### config.mk
export PLATFORM = sky130hd
export DESIGN_NAME = force_release_regfile
export DESIGN_NICKNAME = d
export VERILOG_FILES = /design/src/rtl/force_release_regfile.sv
export SDC_FILE = /design/constraint.sdc
export NUM_CORES = 1
export LEC_CHECK = 0
export ABC_CLOCK_PERIOD_IN_PS = 1700
export CORE_ASPECT_RATIO = 1.75
export CORE_MARGIN = 2
export CORE_UTILIZATION = 43
export DETAILED_ROUTE_END_ITERATION = 8
export PLACE_DENSITY = 0.73
export SETUP_SLACK_MARGIN = 0.4
export SLEW_MARGIN = 30
export SYNTH_ARGS = -nofsm -noshare
export SYNTH_HDL_FRONTEND = slang
export SYNTH_SLANG_ARGS = --single-unit
### constraint.sdc
create_clock -name clk -period 1.7 [get_ports clk]
set_input_delay 0.17 -clock clk [delete_from_list [all_inputs] [get_ports clk]]
set_output_delay 0.17 -clock clk [all_outputs]
set_load 0.01 [all_outputs]
### src/rtl/force_release_regfile.sv
// ------------------------------------------------------------------
// force_release_regfile: register file with WRITE/FORCE/RELEASE/READ
// command port and a one-entry read response buffer.  Rev 1.0
// ------------------------------------------------------------------
`default_nettype none

module force_release_regfile #(
  parameter int          WIDTH  = 32,
  parameter int          DEPTH  = 4,
  parameter logic [31:0] INIT   = 32'h666,
  localparam int         ADDR_W = (DEPTH > 1) ? $clog2(DEPTH) : 1
) (
  input  logic              clk,
  input  logic              rst_n,
  input  logic              cmd_valid,
  output logic              cmd_ready,
  input  logic [1:0]        cmd_op,
  input  logic [ADDR_W-1:0] cmd_addr,
  input  logic [WIDTH-1:0]  cmd_data,
  output logic              rsp_valid,
  input  logic              rsp_ready,
  output logic [WIDTH-1:0]  rsp_data,
  output logic              rsp_forced,
  output logic [DEPTH-1:0]  forced_mask,
  output logic [15:0]       ign_cnt,
  output logic              addr_err
);

  localparam logic [1:0]        c_OP_WRITE   = 2'b00;
  localparam logic [1:0]        c_OP_FORCE   = 2'b01;
  localparam logic [1:0]        c_OP_RELEASE = 2'b10;
  localparam logic [1:0]        c_OP_READ    = 2'b11;
  localparam logic [WIDTH-1:0]  c_INIT       = WIDTH'(INIT);
  localparam logic [ADDR_W:0]   c_DEPTH      = (ADDR_W + 1)'(DEPTH);
  localparam logic [15:0]       c_IGN_MAX    = 16'hFFFF;

  typedef enum logic [0:0] {
    S_IDLE = 1'b0,
    S_FULL = 1'b1
  } state_t;

  state_t             r_state;
  state_t             w_state_nxt;

  logic [WIDTH-1:0]   r_val    [DEPTH];
  logic               r_forced [DEPTH];
  logic [WIDTH-1:0]   r_rsp_data;
  logic               r_rsp_forced;
  logic [15:0]        r_ign_cnt;
  logic               r_addr_err;

  logic               w_cmd_ready;
  logic               w_accept;
  logic               w_in_range;
  logic               w_do_wr;
  logic               w_do_frc;
  logic               w_do_rel;
  logic               w_rd_acc;
  logic               w_ign_inc;
  logic [DEPTH-1:0]   w_sel;
  logic [WIDTH-1:0]   w_tgt_val;
  logic               w_tgt_forced;
  logic [DEPTH-1:0]   w_forced_mask;

  // A stalled response blocks new commands; a consumed one frees the slot the same cycle.
  assign w_cmd_ready = (r_state == S_IDLE) | rsp_ready;
  assign w_accept    = cmd_valid & w_cmd_ready;
  assign w_in_range  = ({1'b0, cmd_addr} < c_DEPTH);
  assign w_do_wr     = (cmd_op == c_OP_WRITE);
  assign w_do_frc    = (cmd_op == c_OP_FORCE);
  assign w_do_rel    = (cmd_op == c_OP_RELEASE);
  assign w_rd_acc    = w_accept & w_in_range & (cmd_op == c_OP_READ);

  always_comb begin
    w_sel = '0;
    for (int i = 0; i < DEPTH; i++) begin
      w_sel[i] = w_accept & w_in_range & (cmd_addr == ADDR_W'(i));
    end
  end

  always_comb begin
    w_tgt_val    = '0;
    w_tgt_forced = 1'b0;
    for (int i = 0; i < DEPTH; i++) begin
      if (cmd_addr == ADDR_W'(i)) begin
        w_tgt_val    = r_val[i];
        w_tgt_forced = r_forced[i];
      end
    end
  end

  always_comb begin
    w_forced_mask = '0;
    for (int i = 0; i < DEPTH; i++) begin
      w_forced_mask[i] = r_forced[i];
    end
  end

  for (genvar gi = 0; gi < DEPTH; gi++) begin : g_entry
    // RELEASE only clears the flag, so the forced value survives until the next WRITE.
    always_ff @(posedge clk or negedge rst_n) begin
      if (!rst_n) begin
        r_val[gi]    <= c_INIT;
        r_forced[gi] <= 1'b0;
      end else if (w_sel[gi]) begin
        if (w_do_frc || (w_do_wr && !r_forced[gi])) begin
          r_val[gi] <= cmd_data;
        end
        if (w_do_frc) begin
          r_forced[gi] <= 1'b1;
        end else if (w_do_rel) begin
          r_forced[gi] <= 1'b0;
        end
      end
    end
  end

  assign w_ign_inc = w_accept & w_in_range & w_do_wr & w_tgt_forced & (r_ign_cnt != c_IGN_MAX);

  always_ff @(posedge clk or negedge rst_n) begin
    if (!rst_n) begin
      r_ign_cnt <= '0;
    end else if (w_ign_inc) begin
      r_ign_cnt <= r_ign_cnt + 16'd1;
    end
  end

  always_ff @(posedge clk or negedge rst_n) begin
    if (!rst_n) begin
      r_addr_err <= 1'b0;
    end else if (w_accept && !w_in_range) begin
      r_addr_err <= 1'b1;
    end
  end

  always_ff @(posedge clk or negedge rst_n) begin
    if (!rst_n) begin
      r_rsp_data   <= '0;
      r_rsp_forced <= 1'b0;
    end else if (w_rd_acc) begin
      r_rsp_data   <= w_tgt_val;
      r_rsp_forced <= w_tgt_forced;
    end
  end

  always_ff @(posedge clk or negedge rst_n) begin
    if (!rst_n) begin
      r_state <= S_IDLE;
    end else begin
      r_state <= w_state_nxt;
    end
  end

  always_comb begin
    w_state_nxt = r_state;
    case (r_state)
      S_IDLE: if (w_rd_acc) w_state_nxt = S_FULL;
      S_FULL: if (rsp_ready && !w_rd_acc) w_state_nxt = S_IDLE;
      default: w_state_nxt = S_IDLE;
    endcase
  end

  assign cmd_ready   = w_cmd_ready;
  assign rsp_valid   = (r_state == S_FULL);
  assign rsp_data    = r_rsp_data;
  assign rsp_forced  = r_rsp_forced;
  assign forced_mask = w_forced_mask;
  assign ign_cnt     = r_ign_cnt;
  assign addr_err    = r_addr_err;

endmodule

`default_nettype wire

==> results.py <==
metrics = {
    "place": {
        "finalWeightedCongestion": 0.825,
        "io_buffers": 94,
        "post-dp-hpwl_um": 12100,
        "placed_area_sq_um": 9660,
    },
    "grt": {
        "antenna_found_initial": 0,
        "grt_max_degree": 62,
        "grt_pass1_vias": 5722,
        "overflow": 0,
        "grt_pass1_wl_um": 32200,
        "grt_usage_pct": 21.7,
    },
    "job": {
        "cap_violations": 0,
    },
    "floorplanning": {
        "die_h_um": 183,
        "io_pins": 96,
        "core_sq_um": 18000,
        "fp.dieW_um": 106,
        "start_util_pct": 43.9,
        "die-area_sq_um": 19500,
        "row_count": 65,
    },
    "sta": {
        "worst_slack_ps": -67.2,
        "finalCritPeriodShare_pct": 104,
        "tightest_slew_ps": 621,
        "rsz0062_at_grt": "true",
        "post-route-min-period_ps": 1770,
        "slew_violations": 0,
        "clock_skew_ps": 11.5,
        "max_slew_margin_pct": 58.6,
        "setup-violations-final": 42,
        "finalSetupTns_ps": -1250,
        "max_freq_mhz": 566,
        "final-hold-violation-count": 0,
    },
    "drt": {
        "wl_per_cell_um": 23.5,
        "firstDrtPassIters": 4,
        "viasPerCell": 5.55,
        "via_count": 5168,
        "drtIter0Drc": 238,
        "drc": 0,
        "antenna_left": 0,
        "wl_um": 21900,
    },
    "critical_path": {
        "crit_type": "reg -> reg",
        "crit_arrival_ps": 2080,
        "crit_path_max_fanout": 6,
        "cp.required_ps": 2020,
        "worst_setup_path_start_kind": "register",
        "critPathCaptureType": "register",
        "ff2ff_path_depth": 7,
    },
    "finish": {
        "fin_nets": 729,
        "fillers": 1230,
        "fin_area_sq_um": 11800,
        "insertedDiodeCount": 0,
        "fin_util_pct": 65.5,
        "final_layout_size_suffix_gt1_share_pct": 60.3,
        "area_growth_pct": 49.2,
    },
    "clock_tree": {
        "cts_buffer_depth": 2,
        "cts_made_buffers": 17,
        "cts_sinks": 182,
        "cts-root-buf": "clkbuf_16",
        "htreeDepth": 4,
        "clkLatencyLatePin_ps": 440,
        "cts_tree": "done",
        "path_clk_slew_ps": 70,
    },
    "power_and_ir_drop": {
        "power.density_nw_per_um2": 1240,
        "ir_drop_mv": 0.916,
        "leakage_nw": 5.41,
        "power.total_mw": 14.6,
    },
    "logic_synthesis": {
        "ys_warn_count": 0,
        "ys_top_cells_by_area": "dfrtp_1 50%, mux2_2 23%, mux4_2 9.4%",
        "seq_area_frac_synth_pct": 58.1,
        "syn-num-nets": 535,
        "synth_top_area_cell": "dfrtp_1",
        "avgSynthCellArea_sq_um": 16.1,
        "syn_area_sq_um": 7890,
        "yosysUniqueCellTypes": 34,
        "ys_seq_elements": 182,
        "post-synth-top-area-fraction_pct": 50.1,
        "syn_inst": 491,
    },
    "outcome": {
        "status": "finished, violations left",
        "violations": "negative setup slack",
    },
    "hold_path": {
        "hold_path_class": "in -> async",
    },
}
-- kinds of logic (layout without fill, tap and decap cells) --
group           Yosys count  count (layout)  synth area share, %
other cells               1               1               0.0475
compound gates            7               7                0.507
flops                   182             182                 58.1
xor+xnor                 14              14                 1.55
fa+ha+maj                 4               4                0.634
mux                     199             199                 33.1
simple gates             51              51                 4.11
buf+inv                  33             240                 1.93
-- cell usage after synthesis, drive strengths merged --
cell type / n
mux2: 166
dfrtp: 158
mux4: 33
dfstp: 24
buf: 23
xor2: 12
nand3: 10
nor3: 8
nor4: 7
inv: 6
nand2: 6
clkbuf: 4
ha: 4
nand4: 4
a21oi: 3
nor2: 3
nor3b: 3
nor4b: 3
o21ai: 3
nor2b: 2
xnor2: 2
and4: 1
conb: 1
nand2b: 1
o32a: 1
or2: 1
or3: 1
or4: 1
-- through the flow --
stage | worst slack [ps] | std cells | hold WS [ps]
after floorplan | -17.0 | 491 | -126
after global placement | -449 | 845 | 182
after detailed placement | -440 | 845 | 188
after CTS | -3.82 | 916 | 294
after global routing | -114 | 932 | 315
final | -67.2 | 932 | 274
-- report_power, final --
| part | internal (mW) | total, mW | switching, mW | leakage [nW] |
|---|---|---|---|---|
| sequential | 5.67 | 6.45 | 0.773 | 2.18 |
| clock | 2.21 | 4.03 | 1.82 | 0.284 |
| combinational | 2.77 | 4.12 | 1.35 | 2.94 |
-- final cells by class --
| cell class | instances | area (sq um) | area share, % |
|---|---|---|---|
| Clock inverter | 14 | 163 | 1.38 |
| Clock buffer | 18 | 429 | 3.65 |
| Timing Repair Buffer | 202 | 2220 | 18.9 |
| Tap cell | 234 | 293 | 2.49 |
| Multi-Input combinational cell | 276 | 4060 | 34.5 |
| Inverter | 6 | 22.5 | 0.191 |
| Sequential cell | 182 | 4590 | 39.0 |
-- repair_timing --
action | CTS | global route
cloned | 4 | 8
hold buffers | 1 | 0
setup buffers | 34 | 8
endpoints found under the hold margin | 34 | 0
pin swaps | 10 | 20
setup endpoints to repair | 236 | 206
gates resized for setup | 265 | 128
-- layer usage --
metal | GRT usage (%) | wire length, um | part of all wire [%] | vias up
li1 | - | - | - | 2203
met1 | 24.7 | 8280 | 38 | 2797
met3 | 4.05 | 849 | 3.9 | 37
met2 | 39.3 | 12200 | 56 | 131
met5 | 0 | 0 | 0 | -
met4 | 9.42 | 574 | 2.6 | 0
-- critical path: stages (launching register included) --
cell and delay [ps]:
dfrtp_1 410, nand2b_4 130, nand2_4 90, buf_6 140, nor3_4 240, buf_6 170, buf_12 150, mux2_4 310
-- registers in the layout, summed over array words and instances (netlist names) --
| name | cells |
|---|---|
| ign_cnt | 16 |
| r_val | 128 |
| rsp_valid | 1 |
| rsp_forced | 1 |
| forced_mask | 4 |
| rsp_data | 32 |
-- layout by cell type, fill, tap and decap left out, types with 12 or more instances in the layout --
cell type,instances
clkdlybuf4s50_1,34
buf_2,14
buf_12,17
buf_6,45
xor2_1,12
dlygate4sd2_1,22
mux4_2,33
dfrtp_1,155
buf_4,42
clkbuf_16,23
mux2_4,165
clkdlybuf4s15_1,14
dfstp_2,24
-- path summary, 6_finish.rpt --
check | start | slack (ps) | to
worst max-delay path | rsp_valid$_DFF_PN0_ | -70 | r_val[67]$_DFFE_PN0P_
min in group clk | cmd_addr[0] | 320 | rsp_data[26]$_DFFE_PN0P_
worst min-delay path | rst_n | 270 | ign_cnt[2]$_DFFE_PN0P_
worst min register to register | rsp_data[16]$_DFFE_PN0P_ | 510 | rsp_data[16]$_DFFE_PN0P_
max in group asynchronous | rst_n | 710 | r_val[33]$_DFFE_PN1P_
worst max register to register | rsp_valid$_DFF_PN0_ | -70 | r_val[67]$_DFFE_PN0P_
Note: power is estimated with default switching activity, not from simulation.
